File: src/rtl/jogador_automatico.sv
// jogador_automatico: watches jogo_desafio_memoria, records each shown sequence and replays it.
// Define JOGADOR_ERRO_EN to corrupt the press at ERR_POS of every long enough round.
module jogador_automatico #(
   parameter int DEPTH          = 16,
   parameter int START_CYCLES   = 5,
   parameter int PRESS_CYCLES   = 10,
   parameter int GAP_CYCLES     = 10,
   parameter int SILENCE_CYCLES = 2000,
   parameter int ERR_POS        = 3
) (
   input  logic       clock,
   input  logic       reset,
   input  logic       iniciar,
   input  logic [3:0] leds,
   input  logic       ganhou,
   input  logic       perdeu,
   output logic       jogar,
   output logic [3:0] botoes,
   output logic       ocupado,
   output logic [3:0] rodada,
   output logic       venceu,
   output logic       falhou,
   output logic       erro
);

   localparam int CW = $clog2(DEPTH + 1);
   localparam int IW = (DEPTH > 1) ? $clog2(DEPTH) : 1;
   localparam int M1 = (START_CYCLES > PRESS_CYCLES) ? START_CYCLES : PRESS_CYCLES;
   localparam int M2 = (GAP_CYCLES > SILENCE_CYCLES) ? GAP_CYCLES : SILENCE_CYCLES;
   localparam int ML = (M1 > M2) ? M1 : M2;
   localparam int TW = (ML > 1) ? $clog2(ML) : 1;

   typedef enum logic [2:0] {
      OCIOSO, INICIA, OBSERVA, ACESO,
      SILENCIO, PRESSIONA, INTERVALO, FIM
   } estado_t;

   estado_t       state, state_n;
   logic [TW-1:0] tmr, tmr_n;
   logic [CW-1:0] cnt, cnt_n;
   logic [IW-1:0] idx, idx_n;
   logic [3:0]    mem [DEPTH];
   logic          wr_en;
   logic          venceu_n, falhou_n, erro_n;
   logic [3:0]    rodada_n;
   logic          jogar_n, ocupado_n;
   logic [3:0]    botoes_n, press;

   always_ff @(posedge clock or negedge reset) begin
      if (!reset) begin
         state   <= OCIOSO;
         tmr     <= '0;
         cnt     <= '0;
         idx     <= '0;
         rodada  <= '0;
         venceu  <= 1'b0;
         falhou  <= 1'b0;
         erro    <= 1'b0;
         jogar   <= 1'b0;
         ocupado <= 1'b0;
         botoes  <= '0;
      end else begin
         state   <= state_n;
         tmr     <= tmr_n;
         cnt     <= cnt_n;
         idx     <= idx_n;
         rodada  <= rodada_n;
         venceu  <= venceu_n;
         falhou  <= falhou_n;
         erro    <= erro_n;
         jogar   <= jogar_n;
         ocupado <= ocupado_n;
         botoes  <= botoes_n;
      end
   end

   always_ff @(posedge clock) begin
      if (wr_en) mem[cnt[IW-1:0]] <= leds;
   end

   always_comb begin
      state_n  = state;
      tmr_n    = tmr;
      cnt_n    = cnt;
      idx_n    = idx;
      wr_en    = 1'b0;
      venceu_n = venceu;
      falhou_n = falhou;
      erro_n   = erro;
      rodada_n = rodada;
      unique case (state)
         OCIOSO, FIM: begin
            if (iniciar) begin
               venceu_n = 1'b0;
               falhou_n = 1'b0;
               erro_n   = 1'b0;
               rodada_n = '0;
               cnt_n    = '0;
               tmr_n    = '0;
               state_n  = INICIA;
            end
         end
         INICIA: begin
            if (tmr == TW'(START_CYCLES - 1)) begin
               tmr_n   = '0;
               state_n = OBSERVA;
            end else begin
               tmr_n = tmr + 1'b1;
            end
         end
         OBSERVA, SILENCIO: begin
            if (leds != 4'b0) begin
               if (!$onehot(leds) || cnt == CW'(DEPTH)) begin
                  erro_n  = 1'b1;
                  state_n = FIM;
               end else begin
                  wr_en   = 1'b1;
                  cnt_n   = cnt + 1'b1;
                  state_n = ACESO;
               end
            end else if (state == SILENCIO) begin
               if (tmr == TW'(SILENCE_CYCLES - 1)) begin
                  rodada_n = 4'(cnt);
                  idx_n    = '0;
                  tmr_n    = '0;
                  state_n  = PRESSIONA;
               end else begin
                  tmr_n = tmr + 1'b1;
               end
            end
         end
         // a value change without a return to zero is the same element
         ACESO: begin
            if (leds == 4'b0) begin
               tmr_n   = '0;
               state_n = SILENCIO;
            end
         end
         PRESSIONA: begin
            if (tmr == TW'(PRESS_CYCLES - 1)) begin
               tmr_n   = '0;
               state_n = INTERVALO;
            end else begin
               tmr_n = tmr + 1'b1;
            end
         end
         INTERVALO: begin
            if (tmr == TW'(GAP_CYCLES - 1)) begin
               tmr_n = '0;
               if (CW'(idx) + 1'b1 < cnt) begin
                  idx_n   = idx + 1'b1;
                  state_n = PRESSIONA;
               end else begin
                  cnt_n   = '0;
                  state_n = OBSERVA;
               end
            end else begin
               tmr_n = tmr + 1'b1;
            end
         end
         default: state_n = OCIOSO;
      endcase
      if (state != OCIOSO && state != FIM && (ganhou || perdeu)) begin
         venceu_n = venceu | ganhou;
         falhou_n = falhou | perdeu;
         wr_en    = 1'b0;
         state_n  = FIM;
      end
   end

   // outputs are computed from the next state so they register in step with it
   always_comb begin
      press = mem[idx_n];
`ifdef JOGADOR_ERRO_EN
      if (CW'(idx_n) == CW'(ERR_POS) && cnt_n > CW'(ERR_POS))
         press = {press[2:0], press[3]};
`endif
      jogar_n   = (state_n == INICIA);
      ocupado_n = (state_n != OCIOSO) && (state_n != FIM);
      botoes_n  = (state_n == PRESSIONA) ? press : 4'b0;
   end

endmodule

File: config.mk
export PLATFORM = sky130hd
export DESIGN_NAME = jogador_automatico
export DESIGN_NICKNAME = d
export VERILOG_FILES = /design/src/rtl/jogador_automatico.sv
export SDC_FILE = /design/constraint.sdc
export NUM_CORES = 1
export LEC_CHECK = 0
export CAP_MARGIN = 10
export CORE_MARGIN = 1
export CORE_UTILIZATION = 25
export CTS_CLUSTER_SIZE = 8
export DETAILED_ROUTE_END_ITERATION = 7
export SLEW_MARGIN = 20
export SYNTH_ARGS = -nofsm -noshare
export SYNTH_HDL_FRONTEND = slang
export SYNTH_SLANG_ARGS = --single-unit
File: constraint.sdc
create_clock -name clock -period 3.6 [get_ports clock]
set_input_delay 0.36 -clock clock [delete_from_list [all_inputs] [get_ports clock]]
set_output_delay 0.36 -clock clock [all_outputs]
set_load 0.02 [all_outputs]
==> out/results.tsv <==
stage	metric	value	unit
pwr	internal_power	2091	µW
placement	portBuffers	21	
route	first_pass_iters	5	
cells_and_area	layout-drive-gt1-share	13.86	%
floorplanning	dieArea	22770	µm²
cells_and_area	areaGrowthSynthToFinish	19.28	%
pwr	switching_share	32.85	%
setup_path	cp.arrival	3540	ps
sta	clock.fmax	0.3027	GHz
clock_tree	clk_latency	360	ps
pwr	power_density	471.1	nW/µm²
synthesis	ys_top_cells_by_area	edfxtp_1 35%, dfrtp_1 16%, o211ai_1 6.6%, nand2_1 3.7%, ha_1 3.4%	
synthesis	yosysSeqAreaShare	50.93	%
floorplanning	fp.coreArea	21760	µm²
route	wl_per_cell	16.24	µm
clock_tree	clkSinkCount	100	
status	outcome	complete, no violations	
min_path	hp-class	in -> async	
placement	place_ws	-268.0	ps
global_routing	gr-total-overflow	0	
sta	layout_setup_ws	296.9	ps
sta	setup_violations	0	
sta	final.period_utilization	91.75	%
synthesis	avgSynthCellArea	10.62	µm²
synthesis	ys_seq_elements	100	
synthesis	synth_edf_count	64	
route	ant_nets	0	
setup_path	startpoint_type	input port	
setup_path	worstSetupStartpoint	leds[0]	
global_routing	top_usage_layer	met2	
sta	period_needed	3303	ps
route	drtIter0Drc	348	
sta	setup_tns	0	ps
synthesis	yosys-top-cells-count	64 x edfxtp_1, 54 x nand2_1, 49 x o211ai_1, 37 x inv_1, 36 x dfrtp_1	
sta	clock_skew	8.125	ps
global_routing	met2_usage	20.16	%
synthesis	syn_nets	547	
global_routing	grt_pass1_vias	4068	
synthesis	synth_area_leader_cell	edfxtp_1	
sta	tightestPinTransition	886.0	ps
route	wl	13.80	mm
global_routing	grt_use_met1	17.51	%
clock_tree	htreeDepth	3	
floorplanning	die_h	150.9	µm
setup_path	r2r-start	idx[0]	
setup_path	end_kind	flip-flop	
global_routing	grt_max_degree	37	
pwr	pwr-share-comb	24.3	%
clock_tree	cts_made_buffers	9	
synthesis	yosysTopAreaCellShare	34.67	%
setup_path	cp_max_fo	7	
pwr	peakVddDrop	0.2665	mV
global_routing	grt_usage	12.78	%
placement	place_congestion	0.8273	
cells_and_area	diodes	0	
synthesis	synth_cell_types	64	
cells_and_area	fin_nets	590	
clock_tree	cts.path.max_buffers	2	
floorplanning	die_w	150.9	µm
global_routing	antenna_found_initial	0	
route	vias	4214	
sta	slew_viol_final	0	
route	routed_via_density	4.958	
pwr	p_leak	0.002363	µW
sta	maxSlewHeadroom	40.93	%
pwr	clkPwrFrac	30.8	%
sta	hold_violations	0	
route	drc	0	
pwr	sequentialPowerShare	44.9	%
cells_and_area	design_area	6611	µm²
synthesis	synthArstFlopShare	36.00	%
global_routing	use_met3	2.259	%
setup_path	worstPathRequired	3840	ps
floorplanning	num_rows	54	
pwr	p_switching	1023	µW
setup_path	crit_type	in -> reg	
global_routing	grt_pass1_wl	22.30	mm
clock_tree	cts_hold_buf	0	
floorplanning	start_util	25.48	%
synthesis	synth_most_common_cell	edfxtp_1	
placement	post_dp_cell_area	6307	µm²
flow_run	maxCapViolations	0	
synthesis	syn_inst	522	
synthesis	netlist_area	5543	µm²
clock_tree	path_clk_slew	80	ps
placement	dpl.hpwl	9.707	mm
clock_tree	root_buffer	clkbuf_16	
sta	rsz0062_at_grt	no	
floorplanning	pin_count	22	
synthesis	yosys_warnings	0	
clock_tree	cts_tree	yes	
synthesis	synth_ff_type	edfxtp_1	
## worst max-delay path: stages
cell	delay (ps)
clkdlybuf4s50_1	470
inv_1	70
fa_1	540
inv_1	50
ha_1	170
ha_1	270
or3b_4	440
nor4_2	190
o31ai_1	110
nor3_1	160
buf_4	170
nor4b_4	50
buf_4	180
buf_4	140
nand4_1	70
nand4_1	100
## registers in the layout (all words and copies together) (netlist names)
signal	count
botoes	4
cnt	5
erro	1
falhou	1
idx	4
jogar	1
mem	64
ocupado	1
rodada	4
state	3
tmr	11
venceu	1
## per-layer routing
layer	wire, µm	part of all wire [%]	vias to the layer above
li1	-	-	2066
met4	230	1.7	0
met5	0	0	-
met2	6573	48	69
met1	6516	47	2061
met3	480	3.5	18
## stage by stage
step | instances | hold slack (ps) | total power, µW | utilization [%]
2_1_floorplan | 522 | 64.41 | 1876 | -
3_3_place_gp | 834 | 468.3 | 2172 | 28.99
3_5_place_dp | 834 | 476.4 | 2177 | 28.99
4_1_cts | 850 | 169.0 | 3136 | 30.31
5_1_grt | 850 | 199.8 | 3274 | 30.39
6_report | 850 | 127.4 | 3115 | 30.39
## repair_timing
action,CTS,global route
setup buffers,0,0
endpoints found under the setup margin,0,60
resized for setup,0,4
## logic make-up (layout without fill, tap and decap cells)
family,Yosys count,after routing,share of synthesized area [%]
AO/OA/AOI/OAI,145,145,19.28
XOR/XNOR,3,3,0.4741
adder cells (fa/ha/maj),16,16,3.747
buffers and inverters,73,121,5.485
flip-flops,100,100,50.93
multiplexers,19,19,3.724
AND/OR/NAND/NOR,166,166,16.37
## power by group through the flow
stage / sequential [µW] / clock, µW / combinational, µW
detailed placement: 1430 / 0 / 751
finish: 1400 / 961 / 756
CTS: 1400 / 980 / 757
global placement: 1430 / 0 / 746
global route: 1420 / 1020 / 839
floorplan: 1390 / 0 / 483
## worst paths after layout
check | to | slack (ps) | cells after the start
worst max-delay path | botoes[1] | 300 | 16
worst min-delay path | tmr[3] | 130 | 1
worst max register to register | botoes[2] | 400 | 12
worst min register to register | rodada[0] | 500 | 2
max in group asynchronous | jogar | 2930 | 1
min in group clock | rodada[0] | 500 | 2
## cell type report
cell class,instances,area [µm²]
clock buffer,9,225.2
clock inverter,7,62.56
fill,2231,15140
inverter,38,142.6
multi-input combinational,349,2432
sequential,100,2823
tap,280,350.3
timing repair buffer,67,575.6
## cells in the final DEF (no fill, tap or decap), drive strengths merged, types with 3 or more instances in the layout
| cell | Yosys | routed |
|---|---|---|
| a31oi | 3 | 3 |
| and2 | 4 | 4 |
| a22o | 3 | 3 |
| nor2 | 25 | 25 |
| nor2b | 5 | 5 |
| inv | 38 | 43 |
| dfrtp | 36 | 36 |
| nand2b | 4 | 4 |
| a211o | 17 | 17 |
| o221ai | 3 | 3 |
| nand3 | 13 | 13 |
| clkdlybuf4s50 | 0 | 20 |
| ha | 15 | 15 |
| nor3 | 10 | 10 |
| o21ai | 24 | 24 |
| clkbuf | 26 | 9 |
| nand4 | 25 | 25 |
| nand2 | 54 | 54 |
| o22ai | 3 | 3 |
| a21oi | 12 | 12 |
| o211ai | 50 | 50 |
| a211oi | 3 | 3 |
| edfxtp | 64 | 64 |
| and3 | 8 | 8 |
| mux2i | 18 | 18 |
| buf | 9 | 47 |
| o31ai | 13 | 13 |
| nor4 | 3 | 3 |
| o21a | 5 | 5 |
Power figures use the tool's default switching activity.
